<file path="src/rtl/vc_fifo_bank.sv">
// Bank of NUM_VC independent virtual-channel FIFOs sharing a single write port.
// Each VC has its own read port, registered read data, occupancy and status flags.
module vc_fifo_bank #(
    parameter int DATA_WIDTH = 6,
    parameter int ADDR_WIDTH = 4,
    parameter int NUM_VC     = 2
) (
    input  logic                           clk,
    input  logic                           reset,
    input  logic                           init,
    input  logic                           wr_enable,
    input  logic [2:0]                     wr_vc,
    input  logic [DATA_WIDTH-1:0]          data_in,
    input  logic [NUM_VC-1:0]              rd_enable,
    input  logic [NUM_VC*ADDR_WIDTH-1:0]   umbral_af,
    input  logic [NUM_VC*ADDR_WIDTH-1:0]   umbral_ae,
    output logic [NUM_VC*DATA_WIDTH-1:0]   data_out,
    output logic [NUM_VC*DATA_WIDTH-1:0]   data_head,
    output logic [NUM_VC*(ADDR_WIDTH+1)-1:0] count,
    output logic [NUM_VC-1:0]              full,
    output logic [NUM_VC-1:0]              empty,
    output logic [NUM_VC-1:0]              almost_full,
    output logic [NUM_VC-1:0]              almost_empty,
    output logic [NUM_VC-1:0]              error
);

    localparam int DEPTH = 2**ADDR_WIDTH;
    localparam int CW    = ADDR_WIDTH + 1;

    typedef logic [ADDR_WIDTH-1:0] ptr_t;
    typedef logic [CW-1:0]         cnt_t;
    typedef logic [DATA_WIDTH-1:0] word_t;

    localparam cnt_t DEPTH_C = cnt_t'(DEPTH);

    word_t             mem_q    [NUM_VC][DEPTH];
    ptr_t              wr_ptr_q [NUM_VC];
    ptr_t              wr_ptr_d [NUM_VC];
    ptr_t              rd_ptr_q [NUM_VC];
    ptr_t              rd_ptr_d [NUM_VC];
    cnt_t              count_q  [NUM_VC];
    cnt_t              count_d  [NUM_VC];
    word_t             dout_q   [NUM_VC];
    word_t             dout_d   [NUM_VC];
    logic [NUM_VC-1:0] error_q;
    logic [NUM_VC-1:0] error_d;

    logic [NUM_VC-1:0] full_w;
    logic [NUM_VC-1:0] empty_w;
    logic [NUM_VC-1:0] wr_hit;
    logic [NUM_VC-1:0] wr_acc;
    logic [NUM_VC-1:0] rd_acc;

    function automatic logic almost_full_f(input cnt_t c, input ptr_t th);
        return (c >= (DEPTH_C - cnt_t'(th))) && (c != DEPTH_C);
    endfunction

    function automatic logic almost_empty_f(input cnt_t c, input ptr_t th);
        return (c <= cnt_t'(th)) && (c != '0);
    endfunction

    // A write whose VC index is out of range matches no wr_hit bit and is dropped silently.
    always_comb begin
        full_w  = '0;
        empty_w = '0;
        wr_hit  = '0;
        wr_acc  = '0;
        rd_acc  = '0;
        for (int v = 0; v < NUM_VC; v++) begin
            full_w[v]  = (count_q[v] == DEPTH_C);
            empty_w[v] = (count_q[v] == '0);
            wr_hit[v]  = wr_enable && (wr_vc == 3'(v));
            wr_acc[v]  = wr_hit[v] && !full_w[v];
            rd_acc[v]  = rd_enable[v] && !empty_w[v];
        end
    end

    always_comb begin
        error_d = error_q | (wr_hit & full_w) | (rd_enable & empty_w);
        for (int v = 0; v < NUM_VC; v++) begin
            wr_ptr_d[v] = wr_ptr_q[v];
            rd_ptr_d[v] = rd_ptr_q[v];
            count_d[v]  = count_q[v];
            dout_d[v]   = '0;
            if (wr_acc[v]) begin
                wr_ptr_d[v] = wr_ptr_q[v] + ptr_t'(1);
            end
            if (rd_acc[v]) begin
                rd_ptr_d[v] = rd_ptr_q[v] + ptr_t'(1);
                dout_d[v]   = mem_q[v][rd_ptr_q[v]];
            end
            case ({wr_acc[v], rd_acc[v]})
                2'b10:   count_d[v] = count_q[v] + cnt_t'(1);
                2'b01:   count_d[v] = count_q[v] - cnt_t'(1);
                default: count_d[v] = count_q[v];
            endcase
        end
        // Soft clear wins over any concurrent traffic.
        if (!init) begin
            error_d = '0;
            for (int v = 0; v < NUM_VC; v++) begin
                wr_ptr_d[v] = '0;
                rd_ptr_d[v] = '0;
                count_d[v]  = '0;
                dout_d[v]   = '0;
            end
        end
    end

    always_ff @(posedge clk or negedge reset) begin
        if (!reset) begin
            error_q <= '0;
            for (int v = 0; v < NUM_VC; v++) begin
                wr_ptr_q[v] <= '0;
                rd_ptr_q[v] <= '0;
                count_q[v]  <= '0;
                dout_q[v]   <= '0;
            end
        end else begin
            error_q <= error_d;
            for (int v = 0; v < NUM_VC; v++) begin
                wr_ptr_q[v] <= wr_ptr_d[v];
                rd_ptr_q[v] <= rd_ptr_d[v];
                count_q[v]  <= count_d[v];
                dout_q[v]   <= dout_d[v];
            end
        end
    end

    // Storage is deliberately left out of reset and soft clear.
    always_ff @(posedge clk) begin
        for (int v = 0; v < NUM_VC; v++) begin
            if (init && wr_acc[v]) begin
                mem_q[v][wr_ptr_q[v]] <= data_in;
            end
        end
    end

    always_comb begin
        data_out     = '0;
        data_head    = '0;
        count        = '0;
        almost_full  = '0;
        almost_empty = '0;
        for (int v = 0; v < NUM_VC; v++) begin
            data_out[v*DATA_WIDTH +: DATA_WIDTH] = dout_q[v];
            data_head[v*DATA_WIDTH +: DATA_WIDTH] = mem_q[v][rd_ptr_q[v]];
            count[v*CW +: CW] = count_q[v];
            almost_full[v]  = almost_full_f(count_q[v], umbral_af[v*ADDR_WIDTH +: ADDR_WIDTH]);
            almost_empty[v] = almost_empty_f(count_q[v], umbral_ae[v*ADDR_WIDTH +: ADDR_WIDTH]);
        end
    end

    assign full  = full_w;
    assign empty = empty_w;
    assign error = error_q;

endmodule

</file>
<file path="config.mk">
export PLATFORM = sky130hd
export DESIGN_NAME = vc_fifo_bank
export DESIGN_NICKNAME = d
export VERILOG_FILES = /design/src/rtl/vc_fifo_bank.sv
export SDC_FILE = /design/constraint.sdc
export NUM_CORES = 1
export LEC_CHECK = 0
export CAP_MARGIN = 5
export CORE_MARGIN = 1
export CORE_UTILIZATION = 30
export DETAILED_ROUTE_END_ITERATION = 16
export PLACE_DENSITY = 0.56
export SLEW_MARGIN = 20
export SYNTH_ARGS = -nofsm -noshare
export SYNTH_HDL_FRONTEND = slang
export SYNTH_SLANG_ARGS = --single-unit
export TNS_END_PERCENT = 50
</file>
<file path="constraint.sdc">
create_clock -name clk -period 4.3 [get_ports clk]
set_clock_uncertainty 0.1 [all_clocks]
set_input_delay 0.86 -clock clk [delete_from_list [all_inputs] [get_ports clk]]
set_output_delay 0.86 -clock clk [all_outputs]
set_load 0.02 [all_outputs]
</file>
==> results by group, run 1 <==
Yosys
  • Seq/Total Area, Yosys: 66.90%
  • Prevailing post-synth register cell: edfxtp_1
  • Number of synthesized flops with an enable pin: 192
  • Top cells by area, synth: edfxtp_1, mux4_2, dfrtp_1
  • Post-Syn Area: 0.01011 mm2
  • Syn Inst Count: 590
  • Distinct cells, synth: 48
  • Avg Cell Area, Syn: 17.14 um2
  • Syn nets: 653
  • Flops & latches, synth: 232
  • Post-synth top cells: edfxtp_1, mux4_2, dfrtp_1, ha_1, nand2_1
  • Asr flop ratio synth: 17.24%
  • Top-area cell type share of the netlist area: 57.00%
  • Top-count cell post-synth: edfxtp_1
  • Syn. warnings: 0
  • Area leader, netlist: edfxtp_1

Route
  • WL per Instance: 18.12 um
  • Via count: 5394
  • Initial drt markers: 405
  • Drt total wl: 20860 um
  • Remaining DRCs: 0
  • Post-route ant nets: 0
  • DRT Pass-1 Iters: 4
  • Via/cell ratio: 4.686

Clock network
  • Root Buffer: clkbuf_16
  • Clk buf depth: 3
  • CTS resizes: 0
  • Sink Count: 232
  • CTS buffer count: 24
  • Hold_buf cts: 0
  • Clk slew on worst S/H paths: 0.06 ns
  • Worst-skew pair later-pin latency: 0.50 ns
  • CTS tree: done
  • Post-CTS Setup Inserts: 0
  • H-tree levels: 1

Worst setup path
  • CP Max Fanout: 3
  • CP most frequent cell: a21o_1
  • CP delay by family, top: buffers and inverters
  • Crit Path Class: input pin to output port
  • CP Data Required Time: 3.34 ns
  • Crit. End Element: output port
  • Critical-path top delay cell: clkdlybuf4s50_1
  • Startpoint of the worst register-to-register path: count[6]
  • Critical-path cell list: clkdlybuf4s50_1 -> inv_1 -> ha_1 -> inv_1 -> ha_1 -> a21o_1 -> a21o_1 -> a21o_1 -> a21oi_1 -> nor2_1 -> clkdlybuf4s50_1
  • R2r endpoint: count[9]
  • CP startpoint kind: input pin
  • R2R cell count: 11
  • Max stage delay on crit path: 0.55 ns
  • Critical Path AT: 3.20 ns
  • Register-to-register setup slack: 1.09 ns
  • CP Buf/Inv Count: 4

Floorplanning
  • FP Rows: 66
  • Die width: 185.6 um
  • Initial Util: 30.78%
  • Die ar.: 0.03445 mm2
  • IO Count: 75
  • Core Box Area: 0.03287 mm2
  • DIE HEIGHT: 185.6 um

Placed design
  • Placed instance count: 1107
  • Dpl hpwl: 13530 um
  • Pre-CTS WS: 0.1513 ns
  • Routability cong.: 0.7746
  • DP Area: 0.01148 mm2
  • Port bufs: 74

Global route
  • Grt total ovfl: 0
  • First-pass GRT wire length: 32420 um
  • Total GRT Usage: 12.34%
  • Antenna violations before repair: 0
  • Number of global-route vias before repair: 5472
  • Largest net degree at the start of global routing: 41

Cells and area
  • Design Area, Final: 0.01223 mm2
  • Layout cells sized above 1: 19.89%
  • Final Instance Count excl. Fillers: 1151
  • Core Util, Final: 37.21%
  • Ant. Diodes: 0
  • Synth-to-Final Area Change: 20.91%
  • Nets: 754

STA
  • Hold slack: 0.2346 ns
  • Period utilization: 96.68%
  • Max_slew headroom: 52.44%
  • Peak Freq: 240.5 MHz
  • RSZ-0062 raised after global routing: false
  • Slew Limit Fails: 0
  • Worst slew pin tran: 0.7108 ns
  • Setup_tns: 0 ns
  • Period minus WS final: 4.157 ns
  • Fin. Hold Viols: 0
  • Setup WS post-layout: 0.1428 ns
  • # setup viols final: 0

Status
  • Status: finished, final reports clean

Power
  • Pwr dens: 517.8 mW/mm2
  • Power consumption: 6.332 mW
  • Leak pwr: 4.279 nW
  • Worst VDD drop: 0.0002172 V

Worst hold path
  • Tightest Hold Check Type: input pin to asynchronous set/reset pin

Job
  • Max Cap Viol: 0
==> kinds of logic after synthesis <==
group | Yosys count | share of synthesized area, %
flip-flops | 232 | 66.90
buffers and inverters | 52 | 2.177
adder cells (fa/ha/maj) | 32 | 3.958
XOR/XNOR | 27 | 2.338
AND/OR/NAND/NOR | 147 | 8.090
multiplexers | 64 | 13.76
AO/OA/AOI/OAI | 36 | 2.783
==> cell type report <==
class / count / area, um2
clock buffers: 29 / 640.6
clock inverters: 15 / 101.3
fillers: 3094 / 20640
inverters: 23 / 86.33
multi-input cells: 306 / 3128
flip-flops and latches: 232 / 6766
well taps: 442 / 553.0
repair buffers: 104 / 953.4
==> placed cells by master (no fill, tap or decap), types with 23 or more instances in the layout <==
master,count
ha_1,32
and2_1,23
clkbuf_16,25
clkdlybuf4s50_1,71
buf_4,31
mux4_2,60
nand2_1,27
inv_1,23
dfrtp_1,40
edfxtp_1,192
==> metal layers <==
metal	part of all wire (%)	global-route usage (%)	vias up
li1	-	-	2494
met1	47	18.00	2750
met2	46	19.31	128
met3	5.4	1.800	22
met4	1.5	2.984	0
met5	0	0	-
==> worst max-delay path by stage <==
| stage | from | end | depth (start not counted) |
|---|---|---|---|
| after floorplan | umbral_af[0] | almost_full[0] | 9 |
| after global placement | umbral_af[0] | almost_full[0] | 11 |
| after detailed placement | umbral_af[0] | almost_full[0] | 11 |
| after CTS | umbral_af[4] | almost_full[1] | 11 |
| after global routing | umbral_af[4] | almost_full[1] | 11 |
| final | umbral_af[4] | almost_full[1] | 11 |
==> power by group <==
part           switching (mW)  total [mW]  leakage [nW]  internal [mW]
combinational           0.880        1.76          1.64          0.880
clock                   0.831        1.95         0.369           1.12
sequential              0.109        2.62          2.27           2.51
total                    1.82        6.33          4.28           4.51
==> registers in the layout, indices dropped and copies added (netlist names) <==
| signal | cells |
|---|---|
| rd_ptr_q | 8 |
| count | 10 |
| wr_ptr_q | 8 |
| error | 2 |
| mem_q | 192 |
| data_out | 12 |
Power figures use the tool's default switching activity.
==> run 2: changes to the inputs <==
--- a/config.mk
+++ b/config.mk
@@ -6,7 +6,6 @@
 export NUM_CORES = 1
 export LEC_CHECK = 0
 export CAP_MARGIN = 5
-export CORE_MARGIN = 1
 export CORE_UTILIZATION = 30
 export DETAILED_ROUTE_END_ITERATION = 16
 export PLACE_DENSITY = 0.56
==> results of run 2 <==
The final DEF is identical to that of run 1; final timing and power are the same.
==> run 3: changes to the inputs <==
--- a/config.mk
+++ b/config.mk
@@ -6,9 +6,10 @@
 export NUM_CORES = 1
 export LEC_CHECK = 0
 export CAP_MARGIN = 5
-export CORE_UTILIZATION = 30
+export CORE_MARGIN = 4
+export CORE_UTILIZATION = 45
 export DETAILED_ROUTE_END_ITERATION = 16
-export PLACE_DENSITY = 0.56
+export PLACE_DENSITY = 0.74
 export SLEW_MARGIN = 20
 export SYNTH_ARGS = -nofsm -noshare
 export SYNTH_HDL_FRONTEND = slang
==> results by group, run 3 (same netlist as run 1, synthesis figures left out) <==
Status
  • Status: finished, final reports clean

Route
  • Via/cell ratio: 5.640 (+20%)
  • WL per Instance: 21.26 um (+17%)
  • Via count: 5527 (+2.5%)
  • Remaining DRCs: 0 (unchanged)
  • Post-route ant nets: 0 (unchanged)
  • Initial drt markers: 456 (+13%)
  • Drt total wl: 20830 um (-0.14%)
  • DRT Pass-1 Iters: 6 (+2)

Job
  • Max Cap Viol: 0 (unchanged)

Clock network
  • Sink Count: 232 (unchanged)
  • H-tree levels: 1 (unchanged)
  • CTS tree: done
  • Worst-skew pair later-pin latency: 0.51 ns (about the same)
  • CTS resizes: 0 (unchanged)
  • Hold_buf cts: 0 (unchanged)
  • Clk slew on worst S/H paths: 0.06 ns (about the same)
  • Root Buffer: clkbuf_16
  • Post-CTS Setup Inserts: 0 (unchanged)
  • CTS buffer count: 22 (-8.3%)
  • Clk buf depth: 3 (unchanged)

Placed design
  • Placed instance count: 940 (-15%)
  • Routability cong.: 0.8898 (+15%)
  • Dpl hpwl: 13630 um (+0.71%)
  • Port bufs: 74 (unchanged)

Power
  • Sequential power share: 41.1% (-0.3 points)
  • Internal power: 4.595 mW (+1.8%)
  • Switching Fraction: 27.92% (-0.83 points)
  • Sw power: 1.780 mW (-2.2%)
  • Pwr dens: 532.0 mW/mm2 (+2.7%)
  • Combinational power share: 27.6% (-0.2 points)
  • Clock Power Share: 31.2% (+0.4 points)
  • Leak pwr: 4.270 nW (-0.23%)
  • Worst VDD drop: 0.0002859 V (+32%)

Cells and area
  • Largest register FFs: 192 (unchanged)
  • Nets: 747 (-0.93%)
  • Commonest non-fill, non-tap cell in the layout: edfxtp_1
  • Most frequent cells in the layout: edfxtp_1, clkdlybuf4s50_1, mux4_2
  • Ant. Diodes: 0 (unchanged)
  • Final Instance Count excl. Fillers: 980 (-15%)
  • Layout cells sized above 1: 19.29% (-0.60 points)
  • Fillers: 1664 (-46%)
  • Synth-to-Final Area Change: 18.47%

Global route
  • Antenna violations before repair: 0 (unchanged)
  • Number of global-route vias before repair: 5653 (+3.3%)
  • Grt total ovfl: 0 (unchanged)
  • Total GRT Usage: 16.91% (+4.6 points)
  • Largest net degree at the start of global routing: 41 (unchanged)
  • First-pass GRT wire length: 32590 um (+0.53%)

Worst setup path
  • Register-to-register setup slack: 1.04 ns (-0.05 ns)
  • Critical Path AT: 3.21 ns (about the same)
  • CP most frequent cell: a21o_1
  • Crit. End Element: output port
  • CP Data Required Time: 3.34 ns (about the same)
  • Critical-path top delay cell: clkdlybuf4s50_1
  • R2R cell count: 10 (-1)
  • CP Buf/Inv Count: 4 (unchanged)
  • Critical-path cell list: clkdlybuf4s50_1 -> inv_1 -> ha_1 -> inv_1 -> ha_1 -> a21o_1 -> a21o_1 -> a21o_1 -> a21oi_1 -> nor2_1 -> clkdlybuf4s50_1
  • CP startpoint kind: input pin
  • Crit Path Class: input pin to output port
  • Startpoint of the worst register-to-register path: count[6]
  • CP delay by family, top: buffers and inverters
  • R2r endpoint: count[9]
  • Max stage delay on crit path: 0.54 ns (about the same)
  • CP Max Fanout: 3 (unchanged)

STA
  • Worst slew pin tran: 0.9571 ns (+0.2463 ns)
  • Max_slew headroom: 36.19% (-16 points)
  • Setup_tns: 0 ns (unchanged)
  • RSZ-0062 raised after global routing: false
  • # setup viols final: 0 (unchanged)
  • Slew Limit Fails: 0 (unchanged)
  • Fin. Hold Viols: 0 (unchanged)
  • Period utilization: 97.03% (+0.35 points)
  • Peak Freq: 239.7 MHz (-0.36%)
  • Period minus WS final: 4.172 ns (+0.01518 ns)

Floorplanning
  • Die width: 157.9 um (-15%)
  • FP Rows: 54 (-18%)
  • Die ar.: 0.02494 mm2 (-28%)
  • Initial Util: 46.06% (+15 points)
  • Core Box Area: 0.02196 mm2 (-33%)
  • IO Count: 75 (unchanged)
  • DIE HEIGHT: 157.9 um (-15%)

Worst hold path
  • Tightest Hold Check Type: input pin to asynchronous set/reset pin
run 3: changes by cell type in the layout (fill, tap and decap cells not counted), sizes merged:
cell	delta
clkdlybuf4s50	-4
bufinv	+3
dlymetal6s2s	+1
clkinvlp	-1
inv	-1
clkinv	-2
clkbuf	-3
buf	-2
run 3: routing by layer:
layer  vias to the layer above  GRT usage [%]  wire (um)
met3                        24          2.570       1381
li1                       2477              -          -
met4                         0          3.810        337
met1                      2800          24.25       8959
met5                         -              0          0
met2                       226          27.75      10150
run 3: area by class of cell:
cell class | instances | area (um2) | area share, %
Clock buffer | 26 | 586.8 | 4.897
Clock inverter | 14 | 163.9 | 1.368
Inverter | 23 | 86.33 | 0.7205
Multi-Input combinational cell | 306 | 3128 | 26.10
Sequential cell | 232 | 6766 | 56.47
Tap cell | 280 | 350.3 | 2.924
Timing Repair Buffer | 99 | 900.9 | 7.518
run 3: worst max path at each step:
stage,cells past startpoint,slack (ns),start,end
after CTS,11,0.08,umbral_af[0],almost_full[0]
after global routing,11,0.06,umbral_af[4],almost_full[1]
after floorplan,9,1.21,umbral_af[0],almost_full[0]
final,11,0.13,umbral_af[4],almost_full[1]
after detailed placement,11,0.10,umbral_af[0],almost_full[0]
after global placement,11,0.16,umbral_af[0],almost_full[0]
run 3: through the flow:
stage | util [%] | setup slack, ns | hold slack, ns | total power [mW] | instance area [um2]
final | 54.57 | 0.1277 | 0.3865 | 6.374 | 11980
after CTS | 54.67 | 0.08454 | 0.3996 | 6.435 | 12010
after detailed placement | 51.25 | 0.1004 | 0.3859 | 4.449 | 11250
after global placement | 51.25 | 0.1574 | 0.3766 | 4.402 | 11250
after global routing | 54.57 | 0.06367 | 0.4322 | 6.683 | 11980
after floorplan | - | 1.209 | 0.4636 | 3.832 | 10110
run 3: power by group through the flow:
| stage | clock network, mW | logic [mW] | registers, mW |
|---|---|---|---|
| 2_1_floorplan | 0 | 1.13 | 2.70 |
| 3_3_place_gp | 0 | 1.74 | 2.66 |
| 3_5_place_dp | 0 | 1.78 | 2.67 |
| 4_1_cts | 2.02 | 1.79 | 2.62 |
| 5_1_grt | 2.14 | 1.91 | 2.64 |
| 6_report | 1.99 | 1.76 | 2.62 |
run 3: worst register-to-register path, cell delays in order (launching register included):
cell and delay [ns]:
dfrtp_1 0.53, or4_4 0.63, o21a_1 0.33, o21ai_2 0.20, xnor2_1 0.16, ha_1 0.22
nand2_1 0.10, a21bo_2 0.24, a222oi_1 0.36, xor2_1 0.11, and2_1 0.17
